[src/rtl/dll_discriminator.sv]
// -----------------------------------------------------------------------------
// dll_discriminator
//
// Normalised early-minus-late code discriminator for a DLL tracking loop.
// From one set of early/prompt/late correlator powers it produces
// (E-L)/(E+L) as a signed fixed-point value with FRAC_BITS fractional bits.
// The division is a restoring shift-and-subtract divider that produces one
// quotient bit per cycle. The block also keeps a code-lock indicator that is
// raised after LOCK_COUNT consecutive results in which prompt beats both
// early and late.
//
// State table
//   state  | meaning
//   IDLE   | waiting for an accepted input (i_i2q2_valid && i_track_en)
//   LOAD   | form |E-L|, sign and E+L from the latched powers
//   DIV    | FRAC_BITS+1 restoring-division steps, MSB (weight 1.0) first
//   DONE   | register result, div_zero and lock; pulse o_disc_valid next
//
// Ports
//   i_clk            clock, all state changes on the rising edge
//   i_global_reset   asynchronous active-high reset
//   i_track_en       enables acceptance of new inputs in IDLE
//   i_i2q2_valid     one-cycle pulse qualifying the three power inputs
//   i_i2q2_early     early power  E (unsigned)
//   i_i2q2_prompt    prompt power P (unsigned)
//   i_i2q2_late      late power   L (unsigned)
//   o_disc           signed (E-L)/(E+L) * 2^FRAC_BITS
//   o_disc_valid     one-cycle pulse when o_disc/o_div_zero/o_lock update
//   o_div_zero       last result had E+L == 0
//   o_lock           code-lock indicator
//   o_overrun        one-cycle pulse when an input was dropped while busy
//   o_busy           high in every state other than IDLE
// -----------------------------------------------------------------------------
module dll_discriminator #(
    parameter int unsigned I2Q2_WIDTH = 32,
    parameter int unsigned FRAC_BITS  = 12,
    parameter int unsigned LOCK_COUNT = 4
) (
    input  logic                        i_clk,
    input  logic                        i_global_reset,
    input  logic                        i_track_en,
    input  logic                        i_i2q2_valid,
    input  logic [I2Q2_WIDTH-1:0]       i_i2q2_early,
    input  logic [I2Q2_WIDTH-1:0]       i_i2q2_prompt,
    input  logic [I2Q2_WIDTH-1:0]       i_i2q2_late,
    output logic signed [FRAC_BITS+1:0] o_disc,
    output logic                        o_disc_valid,
    output logic                        o_div_zero,
    output logic                        o_lock,
    output logic                        o_overrun,
    output logic                        o_busy
);

    localparam int unsigned W  = I2Q2_WIDTH;
    localparam int unsigned CW = $clog2(FRAC_BITS + 2);
    localparam int unsigned LW = $clog2(LOCK_COUNT + 1);

    typedef enum logic [1:0] {
        S_IDLE = 2'd0,
        S_LOAD = 2'd1,
        S_DIV  = 2'd2,
        S_DONE = 2'd3
    } state_t;

    state_t r_state;
    state_t w_next;

    logic                        w_accept;

    logic [W-1:0]                r_e;
    logic [W-1:0]                r_p;
    logic [W-1:0]                r_l;
    logic [W+1:0]                r_rem;
    logic [W:0]                  r_den;
    logic [FRAC_BITS:0]          r_quo;
    logic [CW-1:0]               r_cnt;
    logic                        r_sign;
    logic [LW-1:0]               r_lock_cnt;

    logic signed [FRAC_BITS+1:0] r_disc;
    logic                        r_disc_valid;
    logic                        r_div_zero;
    logic                        r_lock;
    logic                        r_overrun;

    logic [W-1:0]                w_num;
    logic [W:0]                  w_den;
    logic                        w_ge;
    logic [W+1:0]                w_rem_sub;
    logic [W+1:0]                w_rem_next;
    logic [FRAC_BITS+1:0]        w_mag;
    logic                        w_qual;
    logic [LW-1:0]               w_lock_next;

    // ---------------------------------------------------------------- FSM
    always_ff @(posedge i_clk or posedge i_global_reset) begin
        if (i_global_reset) begin
            r_state <= S_IDLE;
        end else begin
            r_state <= w_next;
        end
    end

    always_comb begin
        w_next = r_state;
        case (r_state)
            S_IDLE:  if (i_i2q2_valid && i_track_en) w_next = S_LOAD;
            S_LOAD:  w_next = S_DIV;
            S_DIV:   if (r_cnt == CW'(FRAC_BITS)) w_next = S_DONE;
            S_DONE:  w_next = S_IDLE;
            default: w_next = S_IDLE;
        endcase
    end

    always_comb begin
        o_busy   = (r_state != S_IDLE);
        w_accept = (r_state == S_IDLE) && i_i2q2_valid && i_track_en;
    end

    // ----------------------------------------------------------- datapath
    // |E-L| never exceeds E+L, so the first (weight 1.0) quotient bit is set
    // only when one of E/L is zero, and the magnitude tops out at 2^FRAC_BITS.
    assign w_num = (r_l > r_e) ? (r_l - r_e) : (r_e - r_l);
    assign w_den = {1'b0, r_e} + {1'b0, r_l};

    // Remainder stays below 2*den after the shift, hence the two extra bits.
    assign w_ge       = (r_rem >= {1'b0, r_den});
    assign w_rem_sub  = w_ge ? (r_rem - {1'b0, r_den}) : r_rem;
    assign w_rem_next = w_rem_sub << 1;

    assign w_mag  = {1'b0, r_quo};
    assign w_qual = (r_p > r_e) && (r_p > r_l) && (r_den != '0);

    always_comb begin
        w_lock_next = r_lock_cnt;
        if (!w_qual) begin
            w_lock_next = '0;
        end else if (r_lock_cnt != LW'(LOCK_COUNT)) begin
            w_lock_next = r_lock_cnt + 1'b1;
        end
    end

    always_ff @(posedge i_clk or posedge i_global_reset) begin
        if (i_global_reset) begin
            r_e          <= '0;
            r_p          <= '0;
            r_l          <= '0;
            r_rem        <= '0;
            r_den        <= '0;
            r_quo        <= '0;
            r_cnt        <= '0;
            r_sign       <= 1'b0;
            r_lock_cnt   <= '0;
            r_disc       <= '0;
            r_disc_valid <= 1'b0;
            r_div_zero   <= 1'b0;
            r_lock       <= 1'b0;
            r_overrun    <= 1'b0;
        end else begin
            r_disc_valid <= 1'b0;
            // Any valid that arrives while not idle is dropped, even with
            // tracking disabled, so the in-flight result is never disturbed.
            r_overrun    <= i_i2q2_valid && (r_state != S_IDLE);

            case (r_state)
                S_IDLE: begin
                    if (w_accept) begin
                        r_e <= i_i2q2_early;
                        r_p <= i_i2q2_prompt;
                        r_l <= i_i2q2_late;
                    end
                end
                S_LOAD: begin
                    r_rem  <= {2'b00, w_num};
                    r_den  <= w_den;
                    r_sign <= (r_l > r_e);
                    r_quo  <= '0;
                    r_cnt  <= '0;
                end
                S_DIV: begin
                    r_quo <= {r_quo[FRAC_BITS-1:0], w_ge};
                    r_rem <= w_rem_next;
                    r_cnt <= r_cnt + 1'b1;
                end
                S_DONE: begin
                    r_disc_valid <= 1'b1;
                    // With E+L == 0 the divider ran on garbage; force zero.
                    if (r_den == '0) begin
                        r_disc     <= '0;
                        r_div_zero <= 1'b1;
                    end else begin
                        r_disc     <= r_sign ? -$signed(w_mag) : $signed(w_mag);
                        r_div_zero <= 1'b0;
                    end
                    r_lock_cnt <= w_lock_next;
                    r_lock     <= (w_lock_next == LW'(LOCK_COUNT));
                end
                default: ;
            endcase
        end
    end

    assign o_disc       = r_disc;
    assign o_disc_valid = r_disc_valid;
    assign o_div_zero   = r_div_zero;
    assign o_lock       = r_lock;
    assign o_overrun    = r_overrun;

endmodule

[config.mk]
export PLATFORM = sky130hd
export DESIGN_NAME = dll_discriminator
export DESIGN_NICKNAME = d
export VERILOG_FILES = /design/src/rtl/dll_discriminator.sv
export SDC_FILE = /design/constraint.sdc
export NUM_CORES = 1
export LEC_CHECK = 0
export CORE_ASPECT_RATIO = 1.75
export CORE_MARGIN = 10
export CORE_UTILIZATION = 35
export CTS_CLUSTER_DIAMETER = 100
export DETAILED_ROUTE_END_ITERATION = 10
export MAX_ROUTING_LAYER = met4
export PLACE_DENSITY = 0.61
export REMOVE_ABC_BUFFERS = 1
export SETUP_SLACK_MARGIN = 0.05
export SYNTH_ARGS = -nofsm -noshare
export SYNTH_HDL_FRONTEND = slang
export SYNTH_SLANG_ARGS = --single-unit
[constraint.sdc]
create_clock -name i_clk -period 8 [get_ports i_clk]
set_clock_uncertainty 0.05 [all_clocks]
set_input_delay 0.8 -clock i_clk [delete_from_list [all_inputs] [get_ports i_clk]]
set_output_delay 0.8 -clock i_clk [all_outputs]
set_load 0.005 [all_outputs]
# Yosys cells after proc, flatten, opt, wreduce, memory -nomap -nowiden
# Cells that the tools add are included.
# W data, S select, Z words.
dict set report totals {
  ff_bits 204
  in_bits 100
  elab_cells 61
}
dict set report classes {
  n_addsub 7
  n_lt_le_gt_ge 4
  eq_ne 8
  n_mux 14
  reduce_logical 13
}
# operator n
set op_table {}
lappend op_table {{$gt A32 B32 Y1} 3}
lappend op_table {{$pmux W34 S2} 1}
lappend op_table {{$sub A32 B32 Y32} 2}
lappend op_table {{$ge A34 B33 Y1} 1}
lappend op_table {{$add A32 B32 Y33} 1}
lappend op_table {{$logic_not A33 Y1} 1}
lappend op_table {{$mux W33} 1}
lappend op_table {{$reduce_bool A33 Y1} 1}
lappend op_table {{$sub A33 B33 Y33} 1}
lappend op_table {{$mux W32} 1}
lappend op_table {{$mux W14} 2}
lappend op_table {{$pmux W13 S2} 1}
lappend op_table {{$neg A13 Y14} 1}
lappend op_table {{$pmux W2 S4} 1}
lappend op_table {{$pmux W4 S2} 1}
lappend op_table {{$logic_and A1 B1 Y1} 6}
lappend op_table {{$mux W3} 2}
lappend op_table {{$add A4 B1 Y4 const B} 1}
lappend op_table {{$eq A2 B2 Y1 const B} 2}
lappend op_table {{$eq A4 B4 Y1 const B} 1}
lappend op_table {{$mux W2} 2}
lappend op_table {{$ne A2 B2 Y1 const B} 2}
lappend op_table {{$reduce_and A2 Y1} 2}
lappend op_table {{$reduce_bool A2 Y1} 2}
lappend op_table {{6 further kinds} 7}

# Logic depth before layout (Yosys ltp)
# Gate-level depths: netlist of the first run.
dict set report logic_depth {
  depth_word 5
  mapped_depth 16
  depth_no_buf 13
}

# Worst setup path after synthesis of the first run
# No wires, ideal clock.
dict set report synth_path {
  path_type {register to register}
  from {register r_e[0]}
  to {register r_rem[4]}
  setup_ns 0.126
  t_arrival_ns 2.920
  required_time_ns 7.824
  path_slack_ns 4.904
  path_stages_with_launch 14
  path_buffers 2
  period_less_slack_ns 3.096
  cell_sequence {dfrtp_1 -> ha_1 -> fa_1 -> nor2b_1 -> o21ai_2 -> a2111oi_4 -> o31ai_2 -> a21o_1 -> buf_6 -> buf_6 -> o311ai_1 -> nand2_1 -> xnor2_1 -> a221o_1}
}
dict set report synth_between {
  elab_chain_len 3
  elab_cells_between_ends 5
}
# item line_no
set synth_lines {}
lappend synth_lines {{from (decl)} 70} ;# logic [W-1:0] r_e;
lappend synth_lines {{from (signal assigned)} 168} ;# r_e <= i_i2q2_early;
lappend synth_lines {{$sub A32 B32 Y32 or $gt A32 B32 Y1 (tied branches)} 123} ;# assign w_num = (r_l > r_e) ? (r_l - r_e) : (r_e - r_l);
lappend synth_lines {{$mux W32 (*)} 123}
lappend synth_lines {{$pmux W34 S2 (*)} 165} ;# case (r_state)
lappend synth_lines {{to (signal assigned)} 174} ;# r_rem <= {2'b00, w_num};
lappend synth_lines {{to (signal assigned)} 182} ;# r_rem <= w_rem_next;
lappend synth_lines {{to (decl)} 73} ;# logic [W+1:0] r_rem;
# Every way passes the cells marked *; elsewhere a longest branch is shown, timed or not.
# A chain may end at the register's enable or synchronous reset.

# Final worst setup path of the first run
dict set report layout_path {
  from {register r_e[27]}
  to {register r_rem[30]}
}
# Same word-level chain as after synthesis.

==> results.py, run 1 <==
metrics = {
    "floorplanning": {
        "std_cell_rows": 105,
        "die_w_um": 185,
        "io_pins": 119,
        "start_util": 0.355,
        "core_area_um2": 47000,
        "die_height_um": 309,
        "dieArea_um2": 57200,
    },
    "synth": {
        "synth_flop_cell": "dfrtp_1",
        "syn_area_per_cell_um2": 9.03,
        "synth_top_area_frac": 0.306,
        "yosysSeqAreaShare": 0.306,
        "synthTopCellsByArea": "dfrtp_1 (31%), ha_1 (15%), mux2_2 (6.9%)",
        "ys_async_sr_fraction": 1.00,
        "yosysUniqueCellTypes": 86,
        "syn-cell-area_um2": 16700,
        "synth-edff-count": 0,
        "yosysWarningCount": 0,
        "synth_area_leader_cell": "dfrtp_1",
        "yosys_register_bits": 204,
        "synthCells": 1851,
    },
    "setup_path": {
        "worstPathArrival_ps": 4660,
        "crit_fanout": 27,
        "cp_data_required_time_ps": 8390,
        "critPathMaxStageDelay_ps": 580,
        "crit_buf_inv": 2,
        "crit_type": "reg2reg",
        "worstPathCellList": "inv_1, ha_1, a21oi_1, o21a_1, o211ai_1, a221oi_1, a21o_2, buf_4, mux2_2, o21ai_1, o221ai_1, xor2_1, a211oi_1",
        "cp_top_family": "compound AO/OA/AOI/OAI gates",
        "endpoint_kind": "flop",
        "start_kind": "flop",
        "crit_slowest_cell": "a21o_2",
    },
    "finish": {
        "syn_to_final_growth_pct": 14.5,
        "antenna_cells": 0,
        "fillCellCount": 4717,
        "layout_commonest_cell": "dfrtp_1",
        "layout.nets": 2224,
        "drive_above_1_share": 0.0987,
        "final_cell_mix": "dfrtp_1 (204), ha_1 (200), a21oi_1 (183)",
    },
    "clock_network": {
        "holdBufCountCts": 0,
        "h-tree-depth": 1,
        "clk-insertion-delay-late_ps": 540,
        "cts_sinks": 204,
        "cts_tree": "done",
        "cts_setup_buffers": 0,
        "root_buffer": "clkbuf_16",
        "numCtsBuffers": 23,
        "clk_pin_slew_worst_paths_ps": 60,
        "cts_resized": 0,
        "clock_path_buffers": 3,
    },
    "timing": {
        "slew_violations": 0,
        "worst_pin_slew_ps": 1010,
        "finalSetupViolCount": 0,
        "hold_viol": 0,
        "grt_setup_unrepaired": "false",
        "timing.final.ws_setup_ps": 3730,
        "min_period_ps": 4270,
        "period_share": 0.534,
        "clock.fmax_mhz": 234,
        "setup_tns_ps": 0,
        "maxSlewHeadroom": 0.320,
    },
    "detailed_routing": {
        "drt_iter0_drc": 782,
        "wl_mm": 49.9,
        "postRouteAntennaNets": 0,
        "post_drt_wl_per_cell_um": 19.8,
        "vias_per_cell": 5.47,
        "num_vias": 13800,
        "remaining_drc_errors": 0,
        "drt_first_pass_iters": 5,
    },
    "global_routing": {
        "grt_pass1_wl_mm": 78.9,
        "grt_overflow": 0,
        "grt_pass1_vias": 14200,
        "grt_max_degree": 74,
        "grt_usage": 0.177,
        "antenna_found_initial": 0,
    },
    "placement": {
        "post-place-ws_ps": 3700,
        "io_buffers": 118,
        "dp_hpwl_mm": 39.6,
        "gp_congestion": 0.929,
    },
    "outcome": {
        "status": "finished clean",
    },
    "worst_hold_path": {
        "min_path_type": "reg2reg",
    },
    "run": {
        "cap_viol_max_count": 0,
    },
}
==> worst reg2reg max path: cells and delay by family, from the launching register on <==
kind	cells	cell delay (ps)
mux	1	400
compound gates	8	2100
flops	1	390
fa+ha+maj	1	540
xor+xnor	1	170
buf+inv	2	530
==> layer usage <==
metal / part of all wire / track usage
met1: 0.41 / 0.198
met2: 0.52 / 0.315
met3: 0.030 / 0.0158
met4: 0.042 / 0.0725
met5: 0 / -
==> layout make-up <==
type	instances	area (um^2)	area share
sequential	204	5100	0.267
timing repair buffer	127	1250	0.0653
clock inverter	9	133	0.00693
multi-input combinational	1396	10600	0.554
inverter	167	634	0.0332
tap	588	736	0.0385
clock buffer	32	669	0.0350
==> cell families (layout without fill, tap and decap cells) <==
logic type      Yosys count  after routing  synth area share
mux                     146            146            0.0952
flops                   204            204             0.306
xor+xnor                 97             97            0.0508
compound gates          548            548             0.216
fa+ha+maj               205            205             0.155
simple gates            400            400             0.116
buf+inv                 251            335            0.0614
==> registers in the layout, summed over array words and instances (netlist names) <==
signal and count:
o_div_zero 1, r_den 33, r_quo 13, r_l 32
r_rem 34, o_overrun 1, r_e 32, r_state 2
r_lock_cnt 3, o_disc_valid 1, o_lock 1, r_p 32
o_disc 14, r_cnt 4, r_sign 1
==> per-stage QoR <==
| stage | hold WS, ps | std cells | utilization | cell area [um^2] |
|---|---|---|---|---|
| floorplan | 403 | 1767 | - | 16300 |
| global placement | 415 | 2482 | 0.390 | 18300 |
| detailed placement | 414 | 2482 | 0.390 | 18300 |
| CTS | 435 | 2523 | 0.407 | 19100 |
| global route | 457 | 2523 | 0.407 | 19100 |
| finish | 429 | 2523 | 0.407 | 19100 |
==> final timing paths <==
kind	slack (ps)	depth (start not counted)	startpoint	to
setup / recovery	3730	13	r_e[27]	r_rem[30]
hold / removal	430	2	o_lock	o_lock
setup reg to reg	3730	13	r_e[27]	r_rem[30]
hold reg to reg	430	2	o_lock	o_lock
max in group asynchronous	5800	3	i_global_reset	r_p[25]
min in group asynchronous	670	2	i_global_reset	r_l[0]
==> synthesized netlist by cell type (all sizes together) (10+ instances only) <==
cell type,number
nor4,14
clkbuf,50
nand4,27
xor2,23
buf,34
a21oi,184
nor2,130
o21bai,27
and3,12
o22ai,16
o2bb2ai,11
nand2,86
inv,166
nor3,23
xnor2,74
a21o,70
o31ai,13
o21ai,94
mux2,104
mux2i,42
o211ai,12
ha,201
dfrtp,204
a31oi,17
nand2b,17
nand3,38
a221oi,12
a211oi,18
nor2b,10
Power of run 1 is not shown: default switching activity piles up to over one toggle a cycle in this logic, so the estimate is an artifact.
==> run 2, diff against run 1 <==
PLACE_DENSITY = 0.63   (was 0.61)
clock period = 3.5 ns   (was 8 ns; I/O delays follow)
==> run 2 against run 1 <==
Compared with the run above: cell count increased by 5.0%; setup slack got worse by 3600 ps; wire length grew 3.2%; clock-buffer cell count decreased by 2; largest cell class unchanged; sequential cell count did not move; die area is the same; register-to-register slack lost 3600 ps; global-route usage is 0.34 points higher; sequential share of layout area is 1.7 points lower; design area increased by 6.8%; critical path depth did not move; first-iteration DRC count down 1.4%.
==> results.py, run 2 (synthesized netlist as in run 1, its figures left out) <==
metrics = {
    "outcome": {
        "status": "finished clean",
    },
    "timing": {
        "finalSetupViolCount": 0,
        "worst_pin_slew_ps": 729,
        "clock.fmax_mhz": 298,
        "maxSlewHeadroom": 0.510,
        "setup_tns_ps": 0,
        "hold_viol": 0,
        "slew_violations": 0,
        "min_period_ps": 3360,
        "grt_setup_unrepaired": "true",
        "period_share": 0.959,
    },
    "detailed_routing": {
        "remaining_drc_errors": 0,
        "num_vias": 14500,
        "post_drt_wl_per_cell_um": 19.4,
        "drt_first_pass_iters": 8,
        "drt_iter0_drc": 771,
        "wl_mm": 51.5,
        "postRouteAntennaNets": 0,
        "vias_per_cell": 5.46,
    },
    "global_routing": {
        "antenna_found_initial": 0,
        "grt_pass1_wl_mm": 80.7,
        "grt_overflow": 0,
        "grt_pass1_vias": 15000,
        "grt_usage": 0.180,
        "grt_max_degree": 82,
    },
    "finish": {
        "final_area_um2": 20400,
        "drive_above_1_share": 0.176,
        "syn_to_final_growth_pct": 22.2,
        "largestRegisters": "r_rem: 34 flops, r_den: 33 flops",
        "antenna_cells": 0,
        "largest_reg_flops": 34,
        "layout.nets": 2351,
        "final_cell_mix": "dfrtp_1 (204), ha_1 (191), a21oi_1 (177)",
        "layout_commonest_cell": "dfrtp_1",
        "top_register": "r_rem",
    },
    "clock_network": {
        "clk_pin_slew_worst_paths_ps": 60,
        "cts_sinks": 204,
        "cts_tree": "done",
        "root_buffer": "clkbuf_16",
        "clock_path_buffers": 3,
        "numCtsBuffers": 23,
        "h-tree-depth": 1,
        "clk-insertion-delay-late_ps": 530,
    },
    "floorplanning": {
        "die_height_um": 309,
        "start_util": 0.355,
        "std_cell_rows": 105,
        "dieArea_um2": 57200,
        "die_w_um": 185,
        "io_pins": 119,
        "core_area_um2": 47000,
    },
    "setup_path": {
        "crit_buf_inv": 2,
        "crit_slowest_cell": "a2111oi_4",
        "start_kind": "flop",
        "worstPathArrival_ps": 3740,
        "worstPathCellList": "inv_1, ha_2, fa_2, nor2b_4, o21ai_2, a2111oi_4, o31ai_2, a21o_4, buf_4, or3_1, a22oi_2, xnor2_1, a221oi_2",
        "endpoint_kind": "flop",
        "crit_type": "reg2reg",
        "critPathMaxStageDelay_ps": 470,
        "cp_data_required_time_ps": 3880,
        "crit_fanout": 8,
        "cp_top_family": "compound AO/OA/AOI/OAI gates",
    },
    "placement": {
        "place_area_um2": 19200,
        "dp_hpwl_mm": 41.3,
        "gp_congestion": 0.984,
        "io_buffers": 118,
    },
    "worst_hold_path": {
        "min_path_type": "in2async",
    },
    "run": {
        "cap_viol_max_count": 0,
    },
}
run 2: cell count changes in the layout (fill, tap and decap cells not counted), sizes merged:
cell      change
bufinv        -1
inv           -1
clkinvlp      +1
clkinv        +2
buf         +126
clkbuf        -1
run 2: metal layers:
layer / up-vias / GRT usage / share of wire / wire length (um)
met2: 360 / 0.314 / 0.51 / 26300
met1: 6955 / 0.200 / 0.41 / 20900
li1: 7032 / - / - / -
met3: 120 / 0.0151 / 0.031 / 1590
met5: - / - / 0 / 0
met4: 0 / 0.0933 / 0.054 / 2770
run 2: worst paths after layout:
| path | from | end | slack [ps] | depth (start not counted) |
|---|---|---|---|---|
| max reg2reg | r_l[0] | r_rem[29] | 140 | 13 |
| min reg2reg | o_lock | o_lock | 430 | 2 |
| min | i_global_reset | r_rem[2] | 270 | 2 |
| max in group asynchronous | i_global_reset | r_den[32] | 2370 | 3 |
| max | r_l[0] | r_rem[29] | 140 | 13 |
| min in group i_clk | i_i2q2_late[17] | r_l[17] | 380 | 2 |
run 2: per-stage QoR:
stage                     std cells  utilization  hold slack (ps)  setup slack (ps)
after floorplan                1767            -              403             -2470
after global placement         2597        0.409              411             -62.3
after detailed placement       2597        0.409              419              -129
after CTS                      2640        0.426              276              20.4
after global routing           2649        0.434              307             -4.08
final                          2649        0.434              267               143
run 2: worst register-to-register path, cell delays in order, from the launching register on:
cell and delay, ps:
dfrtp_1 380, inv_1 60, ha_2 180, fa_2 420, nor2b_4 140, o21ai_2 100
a2111oi_4 470, o31ai_2 130, a21o_4 260, buf_4 170, or3_1 370, a22oi_2 210
xnor2_1 100, a221oi_2 210
run 2: repair_timing:
action	4_1_cts	5_1_grt
gates resized for setup	7	59
buffers inserted	3	8
endpoints found under the setup margin	15	42
pin swaps	3	22
hold buffers	0	0
gates cloned	0	1
run 2: area by class of cell:
cell class,instances,area [um^2]
clock buffer,30,612
fill,4620,26600
clock inverter,10,131
tap,588,736
sequential,204,5100
multi-input combinational,1396,10900
timing repair buffer,254,2290
inverter,167,641
Power of run 2 is left out for the same reason.
==> run 3, diff against run 2 <==
CTS_CLUSTER_SIZE = 8   (was unset)
GPL_ROUTABILITY_DRIVEN = 1   (was unset)
==> run 3 against run 2 <==
Compared with the run above: die area did not move; global-route usage rose by 0.053 points; highest routed layer unchanged; sequential cell count did not move; cell count fell by 0.34%; largest cell class unchanged; non-clock buffer count did not move.
==> results.py, run 3 (synthesized netlist as in run 1, its figures left out) <==
metrics = {
    "detailed_routing": {
        "drt_first_pass_iters": 6,
        "post_drt_wl_per_cell_um": 19.5,
        "postRouteAntennaNets": 0,
        "wl_mm": 51.5,
        "remaining_drc_errors": 0,
        "drt_iter0_drc": 929,
        "num_vias": 14500,
        "vias_per_cell": 5.50,
    },
    "floorplanning": {
        "dieArea_um2": 57200,
        "die_height_um": 309,
        "core_area_um2": 47000,
        "start_util": 0.355,
        "die_w_um": 185,
        "std_cell_rows": 105,
        "io_pins": 119,
    },
    "clock_network": {
        "cts_tree": "done",
        "clk_pin_slew_worst_paths_ps": 60,
        "h-tree-depth": 1,
        "clock_path_buffers": 3,
        "cts_sinks": 204,
        "root_buffer": "clkbuf_16",
        "numCtsBuffers": 29,
        "clk-insertion-delay-late_ps": 570,
        "holdBufCountCts": 0,
    },
    "setup_path": {
        "cp_data_required_time_ps": 3890,
        "crit_buf_inv": 4,
        "cp_top_family": "compound AO/OA/AOI/OAI gates",
        "crit_fanout": 5,
        "start_kind": "flop",
        "crit_type": "reg2reg",
        "worstPathArrival_ps": 3740,
        "worstPathCellList": "inv_2, ha_4, nand2b_1, a21oi_2, o21ai_1, a211oi_2, buf_4, a41oi_1, o311ai_2, buf_4, a211oi_4, buf_12, o31ai_1, xnor2_1, a21oi_1",
        "path_common_cell": "buf_4",
        "critPathMaxStageDelay_ps": 420,
        "crit_slowest_cell": "dfrtp_1",
        "endpoint_kind": "flop",
    },
    "timing": {
        "whs_ps": 246,
        "slew_violations": 0,
        "setup_tns_ps": 0,
        "grt_setup_unrepaired": "true",
        "worst_pin_slew_ps": 705,
        "finalSetupViolCount": 0,
        "period_share": 0.957,
        "clock.fmax_mhz": 298,
        "hold_viol": 0,
        "maxSlewHeadroom": 0.526,
        "timing.final.ws_setup_ps": 149,
        "min_period_ps": 3350,
    },
    "worst_hold_path": {
        "min_path_type": "in2async",
    },
    "run": {
        "cap_viol_max_count": 0,
    },
    "finish": {
        "fillCellCount": 4629,
        "drive_above_1_share": 0.174,
        "largestRegisters": "r_rem: 34 flops, r_den: 33 flops",
        "final_cell_mix": "dfrtp_1 (204), ha_1 (191), a21oi_1 (176)",
        "layout.nets": 2357,
        "largest_reg_flops": 34,
        "top_register": "r_rem",
        "final_area_um2": 20400,
        "syn_to_final_growth_pct": 22.1,
        "antenna_cells": 0,
        "layout_commonest_cell": "dfrtp_1",
    },
    "global_routing": {
        "antenna_found_initial": 0,
        "grt_pass1_wl_mm": 80.9,
        "grt_overflow": 0,
        "grt_pass1_vias": 15100,
        "grt_max_degree": 82,
        "grt_usage": 0.181,
    },
    "placement": {
        "gp_congestion": 0.984,
        "dp_hpwl_mm": 41.3,
        "post-place-ws_ps": -129,
        "place_area_um2": 19200,
        "io_buffers": 118,
    },
    "outcome": {
        "status": "finished clean",
    },
}
-- run 3: cell types whose count changed in the layout (fill, tap and decap cells not counted), sizes merged --
cell      delta
clkinvlp     -2
bufinv       -1
clkbuf       -2
clkinv       -5
buf          +1
-- run 3: final cells by class --
class                           instances  area (um^2)  share of cell area
Clock buffer                           29          726              0.0356
Clock inverter                          2         38.8             0.00190
Inverter                              167          638              0.0313
Multi-Input combinational cell       1396        10900               0.534
Sequential cell                       204         5100               0.250
Tap cell                              588          736              0.0360
Timing Repair Buffer                  254         2280               0.112
-- run 3: stage by stage --
stage / std cells / util
finish: 2640 / 0.434
global placement: 2597 / 0.409
global route: 2640 / 0.434
floorplan: 1767 / -
CTS: 2629 / 0.426
detailed placement: 2597 / 0.409
-- run 3: path summary, 6_finish.rpt --
check | slack (ps) | start | cells past startpoint | endpoint
setup / recovery | 150 | r_e[1] | 15 | r_den[25]
hold / removal | 250 | i_global_reset | 2 | r_l[1]
setup reg to reg | 150 | r_e[1] | 15 | r_den[25]
hold reg to reg | 420 | o_lock | 2 | o_lock
max in group asynchronous | 2410 | i_global_reset | 3 | r_den[31]
min in group i_clk | 330 | i_i2q2_early[29] | 2 | r_e[29]
-- run 3: what timing repair did --
item / 4_1_cts / 5_1_grt
setup buffers: 1 / 11
resized for setup: 8 / 54
pin swaps: 2 / 18
setup endpoints to repair: 15 / 40
-- run 3: metal layers --
metal / vias to the layer above / GRT usage / part of all wire
met5: - / - / 0
met4: 0 / 0.0884 / 0.052
met3: 134 / 0.0153 / 0.032
met2: 376 / 0.320 / 0.51
met1: 6979 / 0.199 / 0.40
li1: 7034 / - / -
Power of run 3 is left out for the same reason.
